--- src/rtl/prog_loader_if.sv ---
// Byte-stream, CPU fetch and program-memory signals of the program loader.
// slave is the loader's view; master is the view of whatever drives it.
interface prog_loader_if #(
   parameter int ADDR_W = 10,
   parameter int DATA_W = 18
);
   logic              LOAD_REQ;
   logic [7:0]        BYTE_IN;
   logic              BYTE_VALID;
   logic              BYTE_READY;
   logic [ADDR_W-1:0] CPU_ADDR;
   logic [ADDR_W-1:0] MEM_ADDR;
   logic [DATA_W-1:0] MEM_WDATA;
   logic              MEM_WE;
   logic              CPU_RST;
   logic              LOAD_BUSY;
   logic              LOAD_DONE;
   logic              LOAD_ERR;
   logic [ADDR_W:0]   WORD_CNT;

   modport master (
      output LOAD_REQ, BYTE_IN, BYTE_VALID, CPU_ADDR,
      input  BYTE_READY, MEM_ADDR, MEM_WDATA, MEM_WE, CPU_RST,
             LOAD_BUSY, LOAD_DONE, LOAD_ERR, WORD_CNT
   );

   modport slave (
      input  LOAD_REQ, BYTE_IN, BYTE_VALID, CPU_ADDR,
      output BYTE_READY, MEM_ADDR, MEM_WDATA, MEM_WE, CPU_RST,
             LOAD_BUSY, LOAD_DONE, LOAD_ERR, WORD_CNT
   );
endinterface

--- src/rtl/prog_loader.sv ---
// Program memory loader: streams a length/checksum-framed image into the 18-bit
// program memory while holding the CPU in reset, and muxes the memory address.
module prog_loader #(
   parameter int ADDR_W  = 10,
   parameter int DATA_W  = 18,
   parameter int TIMEOUT = 100000
) (
   input logic        CLK,
   input logic        RST,
   prog_loader_if.slave bus
);
   localparam int TMO_W = (TIMEOUT > 1) ? $clog2(TIMEOUT) : 1;
   localparam logic [TMO_W-1:0] TMO_LAST = TMO_W'(TIMEOUT - 1);
   localparam logic [ADDR_W:0]  MAX_N    = {1'b1, {ADDR_W{1'b0}}};

   typedef enum logic [3:0] {
      S_IDLE, S_LEN_HI, S_LEN_LO, S_B0, S_B1, S_B2, S_WRITE, S_CSUM, S_ERROR
   } state_t;

   state_t            r_state;
   logic              r_ready;
   logic              r_we;
   logic [DATA_W-1:0] r_wdata;
   logic              r_cpu_rst;
   logic              r_busy;
   logic              r_done;
   logic              r_err;
   logic [ADDR_W:0]   r_wcnt;
   logic [ADDR_W-1:0] r_addr;
   logic [7:0]        r_csum;
   logic [TMO_W-1:0]  r_tmo;
   logic [ADDR_W:0]   r_len;
   logic [ADDR_W-8:0] r_len_hi;
   logic [1:0]        r_b0;
   logic [7:0]        r_b1;

   logic              w_acc;
   logic              w_tmo_hit;
   logic [ADDR_W:0]   w_len;
   logic [ADDR_W:0]   w_wcnt_nx;

   assign w_acc     = bus.BYTE_VALID & r_ready;
   assign w_tmo_hit = r_ready & ~w_acc & (r_tmo == TMO_LAST);
   assign w_len     = {r_len_hi, bus.BYTE_IN};
   assign w_wcnt_nx = r_wcnt + (ADDR_W+1)'(1);

   always_ff @(posedge CLK) begin
      if (RST) begin
         r_state   <= S_IDLE;
         r_ready   <= 1'b0;
         r_we      <= 1'b0;
         r_wdata   <= '0;
         r_cpu_rst <= 1'b0;
         r_busy    <= 1'b0;
         r_done    <= 1'b0;
         r_err     <= 1'b0;
         r_wcnt    <= '0;
         r_addr    <= '0;
         r_csum    <= '0;
         r_tmo     <= '0;
      end else begin
         r_done <= 1'b0;
         r_we   <= 1'b0;
         // Idle-gap counter only runs while waiting on a byte
         if (r_ready) r_tmo <= w_acc ? '0 : r_tmo + TMO_W'(1);

         case (r_state)
            S_IDLE, S_ERROR: begin
               if (bus.LOAD_REQ) begin
                  r_state   <= S_LEN_HI;
                  r_ready   <= 1'b1;
                  r_cpu_rst <= 1'b1;
                  r_busy    <= 1'b1;
                  r_err     <= 1'b0;
                  r_wcnt    <= '0;
                  r_addr    <= '0;
                  r_csum    <= '0;
                  r_tmo     <= '0;
               end
            end
            S_LEN_HI: if (w_acc) begin
               r_len_hi <= bus.BYTE_IN[ADDR_W-8:0];
               r_state  <= S_LEN_LO;
            end
            S_LEN_LO: if (w_acc) begin
               r_len <= w_len;
               if (w_len == '0 || w_len > MAX_N) begin
                  r_state <= S_ERROR;
                  r_ready <= 1'b0;
                  r_busy  <= 1'b0;
                  r_err   <= 1'b1;
               end else begin
                  r_state <= S_B0;
               end
            end
            S_B0: if (w_acc) begin
               r_b0    <= bus.BYTE_IN[1:0];
               r_csum  <= r_csum + bus.BYTE_IN;
               r_state <= S_B1;
            end
            S_B1: if (w_acc) begin
               r_b1    <= bus.BYTE_IN;
               r_csum  <= r_csum + bus.BYTE_IN;
               r_state <= S_B2;
            end
            S_B2: if (w_acc) begin
               r_wdata <= {r_b0, r_b1, bus.BYTE_IN};
               r_we    <= 1'b1;
               r_ready <= 1'b0;
               r_csum  <= r_csum + bus.BYTE_IN;
               r_state <= S_WRITE;
            end
            S_WRITE: begin
               r_addr  <= r_addr + ADDR_W'(1);
               r_wcnt  <= w_wcnt_nx;
               r_ready <= 1'b1;
               r_tmo   <= '0;
               r_state <= (w_wcnt_nx == r_len) ? S_CSUM : S_B0;
            end
            S_CSUM: if (w_acc) begin
               r_ready <= 1'b0;
               r_busy  <= 1'b0;
               if (bus.BYTE_IN == r_csum) begin
                  r_state   <= S_IDLE;
                  r_cpu_rst <= 1'b0;
                  r_done    <= 1'b1;
               end else begin
                  r_state <= S_ERROR;
                  r_err   <= 1'b1;
               end
            end
            default: r_state <= S_IDLE;
         endcase

         if (w_tmo_hit) begin
            r_state <= S_ERROR;
            r_ready <= 1'b0;
            r_busy  <= 1'b0;
            r_err   <= 1'b1;
            r_tmo   <= '0;
         end
      end
   end

   assign bus.BYTE_READY = r_ready;
   assign bus.MEM_ADDR   = r_busy ? r_addr : bus.CPU_ADDR;
   assign bus.MEM_WDATA  = r_wdata;
   assign bus.MEM_WE     = r_we;
   assign bus.CPU_RST    = r_cpu_rst;
   assign bus.LOAD_BUSY  = r_busy;
   assign bus.LOAD_DONE  = r_done;
   assign bus.LOAD_ERR   = r_err;
   assign bus.WORD_CNT   = r_wcnt;
endmodule

--- src/flat_wrapper.sv ---
// flat-port wrapper written by rule: the top's interface ports become plain ports
module prog_loader_flat 
#(
   parameter int ADDR_W  = 10,
   parameter int DATA_W  = 18,
   parameter int TIMEOUT = 100000
)
  (CLK, RST, bus_LOAD_REQ, bus_BYTE_IN, bus_BYTE_VALID, bus_CPU_ADDR, bus_BYTE_READY, bus_MEM_ADDR, bus_MEM_WDATA, bus_MEM_WE, bus_CPU_RST, bus_LOAD_BUSY, bus_LOAD_DONE, bus_LOAD_ERR, bus_WORD_CNT);
  prog_loader_if #(.ADDR_W(ADDR_W), .DATA_W(DATA_W)) bus_i ();
  input logic CLK;
  input logic RST;
  input wire logic [$bits(bus_i.LOAD_REQ)-1:0] bus_LOAD_REQ;
  input wire logic [$bits(bus_i.BYTE_IN)-1:0] bus_BYTE_IN;
  input wire logic [$bits(bus_i.BYTE_VALID)-1:0] bus_BYTE_VALID;
  input wire logic [$bits(bus_i.CPU_ADDR)-1:0] bus_CPU_ADDR;
  output wire logic [$bits(bus_i.BYTE_READY)-1:0] bus_BYTE_READY;
  output wire logic [$bits(bus_i.MEM_ADDR)-1:0] bus_MEM_ADDR;
  output wire logic [$bits(bus_i.MEM_WDATA)-1:0] bus_MEM_WDATA;
  output wire logic [$bits(bus_i.MEM_WE)-1:0] bus_MEM_WE;
  output wire logic [$bits(bus_i.CPU_RST)-1:0] bus_CPU_RST;
  output wire logic [$bits(bus_i.LOAD_BUSY)-1:0] bus_LOAD_BUSY;
  output wire logic [$bits(bus_i.LOAD_DONE)-1:0] bus_LOAD_DONE;
  output wire logic [$bits(bus_i.LOAD_ERR)-1:0] bus_LOAD_ERR;
  output wire logic [$bits(bus_i.WORD_CNT)-1:0] bus_WORD_CNT;
  assign bus_i.LOAD_REQ = bus_LOAD_REQ;
  assign bus_i.BYTE_IN = bus_BYTE_IN;
  assign bus_i.BYTE_VALID = bus_BYTE_VALID;
  assign bus_i.CPU_ADDR = bus_CPU_ADDR;
  assign bus_BYTE_READY = bus_i.BYTE_READY;
  assign bus_MEM_ADDR = bus_i.MEM_ADDR;
  assign bus_MEM_WDATA = bus_i.MEM_WDATA;
  assign bus_MEM_WE = bus_i.MEM_WE;
  assign bus_CPU_RST = bus_i.CPU_RST;
  assign bus_LOAD_BUSY = bus_i.LOAD_BUSY;
  assign bus_LOAD_DONE = bus_i.LOAD_DONE;
  assign bus_LOAD_ERR = bus_i.LOAD_ERR;
  assign bus_WORD_CNT = bus_i.WORD_CNT;
  prog_loader #(.ADDR_W(ADDR_W), .DATA_W(DATA_W), .TIMEOUT(TIMEOUT)) u_core (.CLK(CLK), .RST(RST), .bus(bus_i));
endmodule
--- config.mk ---
export PLATFORM = sky130hd
export DESIGN_NAME = prog_loader_flat
export DESIGN_NICKNAME = d
export VERILOG_FILES = /design/src/rtl/prog_loader_if.sv /design/src/rtl/prog_loader.sv /design/src/flat_wrapper.sv
export SDC_FILE = /design/constraint.sdc
export NUM_CORES = 1
export LEC_CHECK = 0
export CAP_MARGIN = 20
export CORE_UTILIZATION = 35
export CTS_BUF_LIST = sky130_fd_sc_hd__clkbuf_16
export DETAILED_ROUTE_END_ITERATION = 12
export HOLD_SLACK_MARGIN = 0.08
export SLEW_MARGIN = 20
export SYNTH_ARGS = -nofsm -noshare
export SYNTH_HDL_FRONTEND = slang
export SYNTH_SLANG_ARGS = --single-unit
export TNS_END_PERCENT = 20
--- constraint.sdc ---
create_clock -name CLK -period 2.3 [get_ports CLK]
set_input_delay 0.575 -clock CLK [delete_from_list [all_inputs] [get_ports CLK]]
set_output_delay 0.575 -clock CLK [all_outputs]
set_load 0.005 [all_outputs]
==> results of run 1 <==
-- synthesized netlist by cell type, drive strengths merged, types with 4 or more instances --
library cell and number:
nand2 75, dfxtp 74, a21oi 54, nor2 48
nand3 31, edfxtp 24, clkbuf 23, xor2 21
nor3 18, o21ai 18, mux2 13, nand4 13
xnor2 13, ha 10, buf 9, inv 9
nor2b 7, nor4 7, or3 6, or4 6
and4 5, a21o 4, a31oi 4, and3 4
mux2i 4, nand2b 4
-- cell type report --
| class | count | area share [%] |
|---|---|---|
| inverter | 9 | 0.5278 |
| sequential | 98 | 34.40 |
| timing repair buffer | 125 | 17.57 |
| clock inverter | 7 | 1.153 |
| multi-input combinational | 406 | 39.39 |
| clock buffer | 9 | 3.518 |
| tap | 176 | 3.440 |
-- sequential cells by signal (all words and copies together) (netlist names) --
register,flops
u_core.bus.MEM_WDATA,18
u_core.r_tmo,17
u_core.bus.WORD_CNT,11
u_core.r_len,11
u_core.r_addr,10
u_core.r_b1,8
u_core.r_csum,8
u_core.r_state,4
u_core.r_len_hi,3
u_core.r_b0,2
u_core.bus.BYTE_READY,1
u_core.bus.CPU_RST,1
u_core.bus.LOAD_BUSY,1
u_core.bus.LOAD_DONE,1
u_core.bus.LOAD_ERR,1
u_core.bus.MEM_WE,1
-- worst max-delay path by stage --
stage                     cells after the start             endpoint  slack, ns
after global placement                        6   u_core.bus.CPU_RST      -0.56
final                                         7  u_core.bus.LOAD_ERR       0.02
after CTS                                     7    u_core.r_state[1]     -0.005
after floorplan                               4      u_core.r_len[0]      0.008
after global routing                          6   u_core.bus.CPU_RST      -0.02
after detailed placement                      6   u_core.bus.CPU_RST      -0.51
-- per-stage QoR --
| step | power (mW) | instance area (um2) | utilization (%) | instances | setup TNS [ns] |
|---|---|---|---|---|---|
| finish | 4.048 | 6401 | 47.96 | 830 | 0 |
| global placement | 2.538 | 6033 | 45.20 | 814 | -8.131 |
| CTS | 4.074 | 6345 | 47.53 | 830 | -0.004554 |
| detailed placement | 2.545 | 6033 | 45.20 | 814 | -8.791 |
| global route | 4.227 | 6401 | 47.96 | 830 | -0.04820 |
| floorplan | 2.220 | 4841 | - | 545 | 0 |
-- what timing repair did --
action / in CTS / in global routing
cloned: 0 / 0
setup buffers: 0 / 0
pin swaps: 3 / 6
gates resized for setup: 7 / 14
endpoints found under the setup margin: 8 / 8
hold endpoints to repair: 0 / 0
-- power by group --
part / total (mW) / switching (mW) / leakage [nW] / internal (mW)
sequential: 1.82 / 0.0274 / 0.813 / 1.79
clock: 1.53 / 0.750 / 0.149 / 0.777
combinational: 0.699 / 0.366 / 1.34 / 0.334
-- layer usage --
| metal | wire length [um] | vias to the layer above | share of wire (%) | GRT usage (%) |
|---|---|---|---|---|
| met5 | 0 | - | 0 | 0 |
| met4 | 155 | 0 | 1.2 | 6.250 |
| met3 | 527 | 13 | 4.2 | 3.897 |
| met2 | 5906 | 79 | 47 | 28.83 |
| met1 | 5858 | 2051 | 47 | 23.90 |
| li1 | - | 2161 | - | - |
-- logic make-up after synthesis --
| family | after synthesis | share of synthesized area [%] |
|---|---|---|
| xor gates and xnor gates | 34 | 6.152 |
| AOI/OAI and AO/OA | 106 | 13.18 |
| and+or+nand+nor | 238 | 24.76 |
| muxes | 17 | 3.851 |
| adders and majority gates | 11 | 2.998 |
| DFF | 98 | 45.49 |
| buffers and inverters | 41 | 3.567 |
==> results.sh, run 1 <==
export IMPL_cts_hold_buffers=0
export IMPL_crit_path_max_incr_delay_ns=0.55
export IMPL_max_vdd_ir_drop_v=0.0004225
export IMPL_ys_seq_area_share_pct=45.49
export IMPL_crit_arrival_ns=2.55
export IMPL_multi_input_area_um2=2521
export IMPL_fin_crit_sh_pct=99.07
export IMPL_r2r_end="u_core.bus.CPU_RST"
export IMPL_ff_latch_area_um2=2202
export IMPL_r2r_slack_ns=0.23
export IMPL_p_leak_nw=2.301
export IMPL_wl_um=12450
export IMPL_grt_setup_unrepaired="true"
export IMPL_port_buffers=66
export IMPL_layout_common_cells="75 x nand2_1, 74 x dfxtp_1, 58 x clkdlybuf4s50_1, 56 x buf_4, 53 x a21oi_1"
export IMPL_synth_flop_cell="dfxtp_1"
export IMPL_place_congestion=0.9137
export IMPL_worstHoldStart="u_core.r_len_hi[1]"
export IMPL_gr_total_overflow=0
export IMPL_grt_pass1_vias=4174
export IMPL_htree_levels=3
export IMPL_via_per_inst=5.186
export IMPL_setup_ws_ns=0.02141
export IMPL_num_rows=42
export IMPL_synth_top_cell_area_share_pct=30.60
export IMPL_required_ns=2.57
export IMPL_coreArea_um2=13350
export IMPL_maxCapViolCount=0
export IMPL_drv_slew=0
export IMPL_end_kind="flop"
export IMPL_area_delta_synth_final_pct=32.23
export IMPL_antenna_left=0
export IMPL_hold_slack_ns=0.4542
export IMPL_max_slew_worst_pin_slew_ns=0.4443
export IMPL_final_common_cell="nand2_1"
export IMPL_fillers=1273
export IMPL_vias=4304
export IMPL_path_max_fanout=6
export IMPL_num_nets_final=682
export IMPL_root_buffer="clkbuf_16"
export IMPL_r2r_start="u_core.r_csum[1]"
export IMPL_path_buf_inv=2
export IMPL_antenna_found_initial=0
export IMPL_synthCells=545
export IMPL_crit_top_cell="or4_4"
export IMPL_drive_above_1_share_pct=16.51
export IMPL_clock_sinks=98
export IMPL_grtUsageTotal_pct=18.01
export IMPL_final_hold_viol_count=0
export IMPL_status="finished clean"
export IMPL_clk_latency_ns=0.35
export IMPL_yosys_warnings=0
export IMPL_cts_tree="yes"
export IMPL_chipWidth_um=119.6
export IMPL_dp_slack_ns=-0.5127
export IMPL_relSlewSlack_pct=70.11
export IMPL_fmax_mhz=438.9
export IMPL_ys_seq_elements=98
export IMPL_ios=67
export IMPL_p_per_area_nw_per_um2=632.3
export IMPL_mappedNetlistArea_um2=4841
export IMPL_hold_class="reg2reg"
export IMPL_cp_slowest_cell="or4_4"
export IMPL_worstSetupPathType="in2reg"
export IMPL_grt_max_degree=31
export IMPL_antennaDiodeCount=0
export IMPL_synth_cell_types=59
export IMPL_drtPass1Iterations=4
export IMPL_drtIter0Drc=324
export IMPL_grt_pass1_wl_um=20620
export IMPL_synth_top_area_cell="dfxtp_1"
export IMPL_yosys_top_cells_area="dfxtp_1 31%, edfxtp_1 15%, nand2_1 5.8%"
export IMPL_initial_core_util_pct=36.27
export IMPL_drc=0
export IMPL_clk_pin_slew_ns=0.08
export IMPL_dpl_hpwl_um=9147
export IMPL_syn_num_nets=578
export IMPL_worstRegToRegCells=5
export IMPL_post_route_min_period_ns=2.279
export IMPL_syn_avg_cell_area_um2=8.882
export IMPL_synth_edf_count=24
export IMPL_min_to="u_core.r_len[9]"
export IMPL_path_cells="clkdlybuf4s50_1, buf_6, or4_4, or4_4, nand3_4, nand3b_2, a31oi_1"
export IMPL_hold_depth=0
export IMPL_cp_start_kind="input port"
export IMPL_async_flop_share_pct=0
export IMPL_worstSetupStartpoint="bus_BYTE_IN[0]"
export IMPL_wire_per_inst_um=15.00
export IMPL_setup_viol=0
export IMPL_critPathTopFamily="simple AND/OR/NAND/NOR gates"
export IMPL_die_h_um=119.6
export IMPL_clock_path_buffers=2
export IMPL_worst_clock_skew_ns=0.007780
export IMPL_numCtsBuffers=9
export IMPL_dieArea_um2=14310
Note: power is estimated with default switching activity, not from simulation.
==> run 2: changes to the inputs <==
--- a/config.mk
+++ b/config.mk
@@ -6,6 +6,7 @@
 export NUM_CORES = 1
 export LEC_CHECK = 0
 export CAP_MARGIN = 20
+export CORE_MARGIN = 2
 export CORE_UTILIZATION = 35
 export CTS_BUF_LIST = sky130_fd_sc_hd__clkbuf_16
 export DETAILED_ROUTE_END_ITERATION = 12
==> results.sh, run 2 (same netlist as run 1, synthesis figures left out) <==
export IMPL_status="finished clean"
export IMPL_numCtsBuffers=9
export IMPL_root_buffer="clkbuf_16"
export IMPL_place_congestion=0.8670
export IMPL_vias=4352
export IMPL_drtPass1Iterations=5
export IMPL_antennaDiodeCount=0
export IMPL_grt_setup_unrepaired="true"
export IMPL_crit_cells=6
export IMPL_gr_total_overflow=0
export IMPL_worstSetupPathType="in2reg"
export IMPL_chipWidth_um=121.6
export IMPL_cts_tree="yes"
export IMPL_max_vdd_ir_drop_v=0.0003325
export IMPL_grt_pass1_wl_um=20200
export IMPL_wire_per_inst_um=14.98
export IMPL_drtIter0Drc=319
export IMPL_dieArea_um2=14790
export IMPL_path_max_fanout=3
export IMPL_place_area_um2=6048
export IMPL_largest_register_ffs=18
export IMPL_die_h_um=121.6
export IMPL_hold_depth=2
export IMPL_post_route_min_period_ns=2.270
export IMPL_path_cells="clkdlybuf4s50_1, ha_1, or4_4, or4_4, nand3b_2, a31oi_1"
export IMPL_clk_pin_slew_ns=0.07
export IMPL_fin_crit_sh_pct=98.71
export IMPL_area_delta_synth_final_pct=32.28
export IMPL_end_kind="flop"
export IMPL_crit_path_max_incr_delay_ns=0.50
export IMPL_hold_class="reg2reg"
export IMPL_p_leak_nw=2.299
export IMPL_clock_sinks=98
export IMPL_ios=67
export IMPL_crit_top_cell="or4_4"
export IMPL_grt_max_degree=54
export IMPL_final_hold_viol_count=0
export IMPL_cp_slowest_cell="clkdlybuf4s50_1"
export IMPL_clock_path_buffers=2
export IMPL_grt_pass1_vias=4134
export IMPL_num_nets_final=685
export IMPL_max_slew_worst_pin_slew_ns=0.5641
export IMPL_hold_slack_ns=0.4575
export IMPL_drive_above_1_share_pct=16.74
export IMPL_antenna_left=0
export IMPL_htree_levels=3
export IMPL_num_rows=42
export IMPL_p_per_area_nw_per_um2=633.6
export IMPL_worst_clock_skew_ns=0.01007
export IMPL_final_cell_area_um2=6404
export IMPL_cts_hold_buffers=0
export IMPL_layout_common_cells="75 x nand2_1, 74 x dfxtp_1, 59 x buf_4, 58 x clkdlybuf4s50_1, 53 x a21oi_1"
export IMPL_via_per_inst=5.224
export IMPL_setup_viol=0
export IMPL_crit_arrival_ns=2.48
export IMPL_fmax_mhz=440.5
export IMPL_dpl_hpwl_um=9199
export IMPL_initial_core_util_pct=36.13
export IMPL_drv_slew=0
export IMPL_wl_um=12480
export IMPL_path_buf_inv=1
export IMPL_critPathTopFamily="simple AND/OR/NAND/NOR gates"
export IMPL_antenna_found_initial=0
export IMPL_required_ns=2.51
export IMPL_drc=0
export IMPL_worstRegToRegCells=5
export IMPL_relSlewSlack_pct=62.40
export IMPL_coreArea_um2=13400
export IMPL_clk_latency_ns=0.35
export IMPL_cp_start_kind="input port"
export IMPL_final_common_cell="nand2_1"
export IMPL_grtUsageTotal_pct=17.11
export IMPL_port_buffers=66
export IMPL_maxCapViolCount=0
[run 2: changes by cell type in the layout (fill, tap and decap cells not counted), moves of 2 or more]
cell / before / now
clkinv_2: 0 / 2
dlygate4sd2_1: 3 / 5
dlymetal6s2s_1: 4 / 2
inv_8: 5 / 0
buf_4: 56 / 59
clkinv_4: 2 / 0
inv_6: 0 / 3
[run 2: per-layer routing]
layer | wire (um) | global-route usage (%) | vias up
li1 | - | - | 2175
met1 | 5834 | 22.72 | 2051
met2 | 5925 | 28.48 | 110
met3 | 518 | 2.809 | 16
met4 | 200 | 5.603 | 0
met5 | 0 | 0 | -
[run 2: final timing paths]
| check | start | endpoint | slack [ns] |
|---|---|---|---|
| hold / removal | u_core.bus.MEM_WDATA[5] | u_core.bus.MEM_WDATA[5] | 0.46 |
| setup / recovery | bus_BYTE_IN[4] | u_core.r_state[3] | 0.03 |
| setup reg to reg | u_core.r_csum[2] | u_core.r_state[3] | 0.29 |
| hold reg to reg | u_core.bus.MEM_WDATA[5] | u_core.bus.MEM_WDATA[5] | 0.46 |
[run 2: per-stage QoR]
step / worst slack (ns) / TNS (ns) / total power [mW] / instances / util [%]
finish: 0.02969 / 0 / 4.058 / 833 / 47.79
global route: -0.002172 / -0.002172 / 4.211 / 833 / 47.79
CTS: -0.002820 / -0.002820 / 4.077 / 833 / 47.64
detailed placement: -0.5465 / -8.260 / 2.535 / 816 / 45.14
global placement: -0.5854 / -7.975 / 2.522 / 816 / 45.14
floorplan: 0.007625 / 0 / 2.220 / 545 / -
[run 2: cell type report]
cell class / count / area [um2]
Inverter: 9 / 33.78
Timing Repair Buffer: 128 / 1140
Fill cell: 1242 / 6997
Clock buffer: 9 / 225.2
Multi-Input combinational cell: 406 / 2509
Sequential cell: 98 / 2202
Clock inverter: 7 / 73.82
Tap cell: 176 / 220.2
[run 2: where the power goes]
part           leakage, nW  total, mW  switching (mW)  internal (mW)
sequential           0.813       1.83          0.0339           1.79
combinational         1.34      0.684           0.363          0.320
clock                0.147       1.55           0.694          0.852
[run 2: what timing repair did]
item | CTS | global route
pin swaps | 5 | 3
setup endpoints to repair | 7 | 9
setup buffers | 1 | 0
gates resized for setup | 14 | 6
[run 2: worst min-delay path: stages (launching register included)]
cell and delay, ns:
dfxtp_1 0.31, nand2_1 0.05, a21oi_1 0.05
